===== config.mk =====
export PLATFORM = sky130hd
export DESIGN_NAME = prog_sequencer
export DESIGN_NICKNAME = d
export VERILOG_FILES = /design/src/rtl/prog_sequencer.sv
export SDC_FILE = /design/constraint.sdc
export NUM_CORES = 1
export LEC_CHECK = 0
export ABC_AREA = 1
export BUFFER_PORTS_ARGS = -buffer_cell sky130_fd_sc_hd__buf_4
export CAP_MARGIN = 20
export CORE_MARGIN = 1.5
export CORE_UTILIZATION = 60
export CTS_CLUSTER_DIAMETER = 150
export DETAILED_ROUTE_END_ITERATION = 10
export PLACE_DENSITY = 0.84
export SYNTH_ARGS = -nofsm -noshare
export SYNTH_HDL_FRONTEND = slang
export SYNTH_SLANG_ARGS = --single-unit

===== constraint.sdc =====
create_clock -name Clock -period 3.49 [get_ports Clock]
set_input_delay 0.349 -clock Clock [delete_from_list [all_inputs] [get_ports Clock]]
set_output_delay 0.349 -clock Clock [all_outputs]
set_load 0.005 [all_outputs]

===== src/rtl/prog_sequencer.sv =====
// Program sequencer for the butterfly processor: fetches from program memory,
// resolves control opcodes locally and forwards EXEC words to the datapath.
module prog_sequencer #(
    parameter int Psize  = 6,
    parameter int Isize  = 16,
    parameter int Sdepth = 4
) (
    input  logic             Clock,
    input  logic             Reset,
    input  logic             start,
    input  logic             stall,
    input  logic             zflag,
    input  logic             evt,
    input  logic [Isize:0]   I,
    output logic [Psize-1:0] address,
    output logic [Isize:0]   instr,
    output logic             instr_valid,
    output logic             busy,
    output logic             done,
    output logic             error
);

    localparam int SP_W  = $clog2(Sdepth + 1);
    localparam int IDX_W = (Sdepth > 1) ? $clog2(Sdepth) : 1;

    localparam logic [2:0] OP_EXEC = 3'b000;
    localparam logic [2:0] OP_JMP  = 3'b001;
    localparam logic [2:0] OP_JZ   = 3'b010;
    localparam logic [2:0] OP_CALL = 3'b011;
    localparam logic [2:0] OP_RET  = 3'b100;
    localparam logic [2:0] OP_WAIT = 3'b101;
    localparam logic [2:0] OP_HALT = 3'b110;

    typedef enum logic [1:0] {
        S_IDLE,
        S_RUN,
        S_WAITEV
    } state_t;

    state_t            state_q, state_d;
    logic [Psize-1:0]  pc_q, pc_d;
    logic [SP_W-1:0]   sp_q, sp_d;
    logic [Isize:0]    instr_q, instr_d;
    logic              valid_q, valid_d;
    logic              done_q, done_d;
    logic              error_q, error_d;
    logic              push_en;

    logic [Psize-1:0]  stack_q [Sdepth];

    logic [2:0]        opcode;
    logic [Psize-1:0]  target;
    logic [Psize-1:0]  pc_inc;
    logic [IDX_W-1:0]  wr_idx;
    logic [IDX_W-1:0]  rd_idx;

    assign opcode = I[Isize:Isize-2];
    assign target = I[Psize-1:0];
    assign pc_inc = pc_q + Psize'(1);
    assign wr_idx = IDX_W'(sp_q);
    assign rd_idx = IDX_W'(sp_q - SP_W'(1));

    always_comb begin
        state_d = state_q;
        pc_d    = pc_q;
        sp_d    = sp_q;
        instr_d = instr_q;
        valid_d = valid_q;
        done_d  = 1'b0;
        error_d = error_q;
        push_en = 1'b0;

        case (state_q)
            S_IDLE: begin
                valid_d = 1'b0;
                // start wins over stall while idle
                if (start) begin
                    state_d = S_RUN;
                    pc_d    = '0;
                    sp_d    = '0;
                    error_d = 1'b0;
                end
            end
            S_RUN: begin
                if (!stall) begin
                    valid_d = 1'b0;
                    case (opcode)
                        OP_EXEC: begin
                            instr_d = I;
                            valid_d = 1'b1;
                            pc_d    = pc_inc;
                        end
                        OP_JMP:  pc_d = target;
                        OP_JZ:   pc_d = zflag ? target : pc_inc;
                        OP_CALL: begin
                            if (sp_q == SP_W'(Sdepth)) begin
                                error_d = 1'b1;
                                done_d  = 1'b1;
                                state_d = S_IDLE;
                            end else begin
                                push_en = 1'b1;
                                sp_d    = sp_q + SP_W'(1);
                                pc_d    = target;
                            end
                        end
                        OP_RET: begin
                            if (sp_q == '0) begin
                                error_d = 1'b1;
                                done_d  = 1'b1;
                                state_d = S_IDLE;
                            end else begin
                                pc_d = stack_q[rd_idx];
                                sp_d = sp_q - SP_W'(1);
                            end
                        end
                        OP_WAIT: begin
                            if (evt) pc_d = pc_inc;
                            else     state_d = S_WAITEV;
                        end
                        OP_HALT: begin
                            done_d  = 1'b1;
                            state_d = S_IDLE;
                        end
                        default: begin
                            error_d = 1'b1;
                            done_d  = 1'b1;
                            state_d = S_IDLE;
                        end
                    endcase
                end
            end
            S_WAITEV: begin
                if (!stall) begin
                    valid_d = 1'b0;
                    if (evt) begin
                        state_d = S_RUN;
                        pc_d    = pc_inc;
                    end
                end
            end
            default: state_d = S_IDLE;
        endcase
    end

    always_ff @(posedge Clock or posedge Reset) begin
        if (Reset) begin
            state_q <= S_IDLE;
            pc_q    <= '0;
            sp_q    <= '0;
            instr_q <= '0;
            valid_q <= 1'b0;
            done_q  <= 1'b0;
            error_q <= 1'b0;
        end else begin
            state_q <= state_d;
            pc_q    <= pc_d;
            sp_q    <= sp_d;
            instr_q <= instr_d;
            valid_q <= valid_d;
            done_q  <= done_d;
            error_q <= error_d;
        end
    end

    // Stack contents are plain storage; only the pointer needs a reset value.
    always_ff @(posedge Clock) begin
        if (push_en) stack_q[wr_idx] <= pc_inc;
    end

    assign address     = pc_q;
    assign instr       = instr_q;
    assign instr_valid = valid_q;
    assign busy        = (state_q != S_IDLE);
    assign done        = done_q;
    assign error       = error_q;

endmodule

==> results of run 1 <==
==> state kept, by name, summed over array words and instances, names as in the netlist <==
signal,flops
instr,17
sp_q,3
address,6
state_q,2
instr_valid,1
error,1
stack_q,24
done,1
==> layout make-up <==
type / count / area, sq um
timing repair buffer: 50 / 375
fill: 395 / 1270
tap: 67 / 83.8
clock inverter: 2 / 12.5
multi-input combinational: 278 / 1310
sequential: 55 / 1500
inverter: 52 / 195
clock buffer: 6 / 72.6
==> through the flow <==
| stage | hold WS (ps) | setup slack (ps) | total power, mW | instance area, sq um | cells |
|---|---|---|---|---|---|
| 2_1_floorplan | 435 | 1550 | 1.63 | 3050 | 393 |
| 4_1_cts | 127 | 867 | 2.39 | 3550 | 510 |
| 3_3_place_gp | 456 | 899 | 2.02 | 3460 | 502 |
| 3_5_place_dp | 460 | 892 | 2.06 | 3460 | 502 |
| 5_1_grt | 151 | 585 | 2.58 | 3550 | 510 |
| 6_report | 112 | 878 | 2.40 | 3550 | 510 |
==> where the power goes <==
group	internal [mW]	leakage [nW]	total (mW)	switching, mW
logic	0.435	1.14	1.07	0.636
clock network	0.141	0.0428	0.344	0.203
registers	0.858	0.623	0.982	0.124
==> cells in the final DEF, fill, tap and decap left out, drive strengths merged <==
master,count
a211oi,1
a21oi,14
a31oi,2
and3,1
buf,50
clkbuf,6
clkinv,2
dfrtp,31
edfxtp,24
ha,11
inv,52
nand2,143
nand3,26
nand3b,1
nor2,44
nor3,2
o21a,1
o21ai,24
o22ai,2
o31ai,1
o41ai,1
or2,2
xor2,2
==> logic make-up after synthesis <==
kind of cell,synth area share
AND/OR/NAND/NOR,0.295
buffers and inverters,0.0792
flip-flops,0.491
AO/OA/AOI/OAI,0.0841
adder cells (fa/ha/maj),0.0451
XOR/XNOR,0.00574
==> final timing paths <==
check	endpoint	start	slack, ps
worst min register to register	instr[9]$_DFFE_PP0P_	instr[9]$_DFFE_PP0P_	480
max in group asynchronous	sp_q[0]$_DFFE_PP0P_	Reset	3060
worst min-delay path	state_q[1]$_DFFE_PP0P_	Reset	110
worst max-delay path	instr[4]$_DFFE_PP0P_	state_q[1]$_DFFE_PP0P_	880
worst max register to register	instr[4]$_DFFE_PP0P_	state_q[1]$_DFFE_PP0P_	880
min in group Clock	error$_DFFE_PP0P_	start	200
==> routing by layer <==
layer  up-vias  GRT usage  share of wire
met1      1226      0.385           0.43
met5         -          0              0
met3        28     0.0488          0.088
met2       154      0.437           0.45
li1       1341          -              -
met4         0      0.111          0.035
==> critical path: stages, from the launching register on <==
cell and delay, ps:
dfrtp_1 410, inv_1 90, ha_1 490, inv_2 180, nor2_1 320, inv_1 90
nor2_2 440, inv_2 260, nand2_1 100, o21ai_0 90
==> results.yml, run 1 <==
power_and_ir_drop:
  ir_worst_vdd_v: 0.000484
  leakage_nw: 1.80
  p_per_area_nw_per_um2: 675
global_route:
  grt_pass1_vias: 2413
  antenna_found_initial: 0
  gr-total-overflow: 0
  grt_usage: 0.278
  grt_max_degree: 32
  grt_pass1_wl_um: 11400
worst_hold_path:
  worstHoldPathType: "input pin to asynchronous set/reset pin"
clock_network:
  clk_latency_ps: 310
  numClockSinks: 55
  cts_inserted_buffers: 5
  post_cts_buffers: 0
  cts_resized: 0
  hold_buffers: 0
  clockRootBuffer: "clkbuf_8"
  path_clk_slew_ps: 100
  cts_buffer_depth: 2
  cts_tree: "done"
  h-tree-depth: 2
floorplanning:
  dieHeight_um: 74.3
  rows: 25
  initial_core_util: 0.633
  fp.dieW_um: 74.3
  coreArea_sq_um: 4820
  ioPinCount: 50
  fp.dieArea_sq_um: 5520
yosys:
  syn_avg_cell_area_sq_um: 7.76
  netlist_area_sq_um: 3050
  synth-main-ff-cell: "dfrtp_1"
  synth_largest_area_cell: "dfrtp_1"
  synth_edf_count: 24
  synth.most_common_cell: "nand2_1"
  ys_ff_latch: 55
  ys_warn_count: 0
  syn_inst: 393
  synthTopCellsByCount: "139 x nand2_1, 49 x inv_1, 39 x nor2_1, 31 x dfrtp_1, 26 x nand3_1"
  yosysSeqAreaShare: 0.491
  netlist_top_cells_area: "dfrtp_1 25%, edfxtp_1 24%, nand2_1 17%, inv_1 6.0%, nor2_1 4.8%"
  syn-num-nets: 427
  synthArstFlopShare: 0.564
  yosysTopAreaCellShare: 0.254
  yosysUniqueCellTypes: 30
drt:
  wl_per_cell_um: 14.3
  vias_per_cell: 5.39
  ant_nets: 0
  drtPass1Iterations: 8
  routed_wl_um: 7290
  drc: 0
  drt-initial-drc-count: 299
  vias: 2749
critical_path:
  critPathArrivalTime_ps: 2800
  path_max_fanout: 18
  cp_data_required_time_ps: 3680
  criticalPathCategory: "register to register"
  cp-start-kind: "register"
  rr_worst_depth: 9
  end_kind: "register"
placement:
  place.detailed.hpwl_um: 5420
  numPortBuffers: 49
  place.gp.congestion: 1.00
final_layout:
  post-route-util: 0.737
  drive_gt1_frac: 0.163
  areaGrowthSynthToFinish_pct: 16.3
  final_nets: 476
  diodes: 0
sta:
  clock_skew_ps: 9.08
  hold_viol: 0
  finalSetupViolCount: 0
  slew_headroom: 0.634
  worst_pin_slew_ps: 549
  fin_setup_tns_ps: 0
  fin_crit_ps: 2610
  drv_slew: 0
  rsz0062_at_grt: "false"
  clock.fmax_mhz: 383
  period_share: 0.748
flow_run:
  maxCapViolCount: 0
status:
  status: "finished clean"
Note: power is estimated with default switching activity, not from simulation.
==> run 2: changes to the inputs <==
CORE_UTILIZATION = 56   (was 60)
PLACE_DENSITY = 0.79   (was 0.84)
clock period = 2.5 ns   (was 3.49 ns; I/O delays follow)
==> results.yml, run 2 (synthesized netlist as in run 1, its figures left out) <==
global_route:
  grt_pass1_vias: 2499
  gr-total-overflow: 0
  grt_usage: 0.255
  antenna_found_initial: 0
  grt_max_degree: 32
  grt_pass1_wl_um: 11900
power_and_ir_drop:
  ir_worst_vdd_v: 0.000641
  total_power_mw: 3.42
  p_per_area_nw_per_um2: 950
  leakage_nw: 1.83
critical_path:
  reg2reg_to: "stack_q[3][0]$_DFFE_PP_"
  path_max_fanout: 9
  cp-start-kind: "register"
  crit_start: "state_q[1]$_DFFE_PP0P_"
  cp_data_required_time_ps: 2470
  critPathArrivalTime_ps: 2050
  criticalPathCategory: "register to register"
  rr_worst_depth: 6
  end_kind: "register"
  r2r-start: "state_q[1]$_DFFE_PP0P_"
  r2r_slack_ps: 410
floorplanning:
  initial_core_util: 0.590
  dieHeight_um: 76.8
  coreArea_sq_um: 5170
  fp.dieW_um: 76.8
  rows: 26
  ioPinCount: 50
  fp.dieArea_sq_um: 5900
final_layout:
  post-route-util: 0.696
  final_cell_mix: "139 x nand2_1, 54 x buf_4, 49 x inv_1"
  drive_gt1_frac: 0.174
  largest-register: "stack_q"
  largest_register_ffs: 24
  num-fill-cells: 424
  final_nets: 480
  areaGrowthSynthToFinish_pct: 18.0
  diodes: 0
  layout_commonest_cell: "nand2_1"
sta:
  drv_slew: 0
  layout_setup_ws_ps: 414
  clock_skew_ps: 7.60
  worst_pin_slew_ps: 484
  fin_crit_ps: 2090
  period_share: 0.834
  hold_viol: 6
  finalSetupViolCount: 0
  clock.fmax_mhz: 479
  holdWs_ps: -4.01
  rsz0062_at_grt: "false"
  fin_setup_tns_ps: 0
  slew_headroom: 0.676
status:
  status: "complete, but fails checks"
  violations: "negative hold slack"
placement:
  preCtsSetupSlack_ps: 448
  place.gp.congestion: 0.864
  place.detailed.hpwl_um: 5380
  numPortBuffers: 49
flow_run:
  maxCapViolCount: 0
drt:
  drt-initial-drc-count: 190
  vias: 2660
  routed_wl_um: 7160
  drtPass1Iterations: 4
  vias_per_cell: 5.15
  ant_nets: 0
  drc: 0
  wl_per_cell_um: 13.9
clock_network:
  post_cts_buffers: 0
  path_clk_slew_ps: 110
  cts_resized: 0
  hold_buffers: 0
  cts_inserted_buffers: 5
  cts_tree: "done"
  h-tree-depth: 2
  clockRootBuffer: "clkbuf_8"
  cts_buffer_depth: 2
  numClockSinks: 55
  clk_latency_ps: 310
worst_hold_path:
  worstHoldPathType: "input pin to asynchronous set/reset pin"
run 2: cell types whose count changed in the layout (fill, tap and decap cells not counted), sizes merged:
cell	change
clkbuf	-1
inv	+2
buf	+4
clkinv	-1
run 2: final cells by class:
cell class / count / area [sq um] / area share
clock buffers: 5 / 68.8 / 0.0191
clock inverters: 3 / 33.8 / 0.00938
inverters: 52 / 195 / 0.0542
multi-input cells: 278 / 1310 / 0.365
flip-flops and latches: 55 / 1500 / 0.416
well taps: 70 / 87.6 / 0.0243
repair buffers: 54 / 405 / 0.113
run 2: layer usage:
layer / routed length, um / vias to the layer above / GRT usage / share of wire
li1: - / 1351 / - / -
met1: 3220 / 1205 / 0.336 / 0.45
met2: 3370 / 90 / 0.435 / 0.47
met3: 431 / 14 / 0.0321 / 0.060
met4: 142 / 0 / 0.0852 / 0.020
met5: 0 / - / 0 / 0
run 2: stage by stage:
| stage | cells | area, sq um |
|---|---|---|
| after floorplan | 393 | 3050 |
| after global placement | 509 | 3500 |
| after detailed placement | 509 | 3500 |
| after CTS | 517 | 3600 |
| after global routing | 517 | 3600 |
| final | 517 | 3600 |
run 2: worst max-delay path by stage:
stage	slack [ps]	cells after the start	endpoint
final	410	6	stack_q[3][0]$_DFFE_PP_
after CTS	430	6	stack_q[0][4]$_DFFE_PP_
after global routing	240	10	state_q[0]$_DFFE_PP0P_
after floorplan	560	7	stack_q[2][0]$_DFFE_PP_
after detailed placement	450	6	stack_q[0][4]$_DFFE_PP_
after global placement	550	6	stack_q[0][1]$_DFFE_PP_
run 2: worst max-delay path: stages, from the launching register on:
cell and delay (ps):
dfrtp_1 410, inv_1 100, ha_1 190, inv_2 100
nor2_1 210, nand3_1 260, nor2_1 460
run 2: where the power goes:
group	internal, mW	leakage (nW)	switching [mW]
registers	1.20	0.623	0.150
clock network	0.213	0.0519	0.322
logic	0.631	1.16	0.904
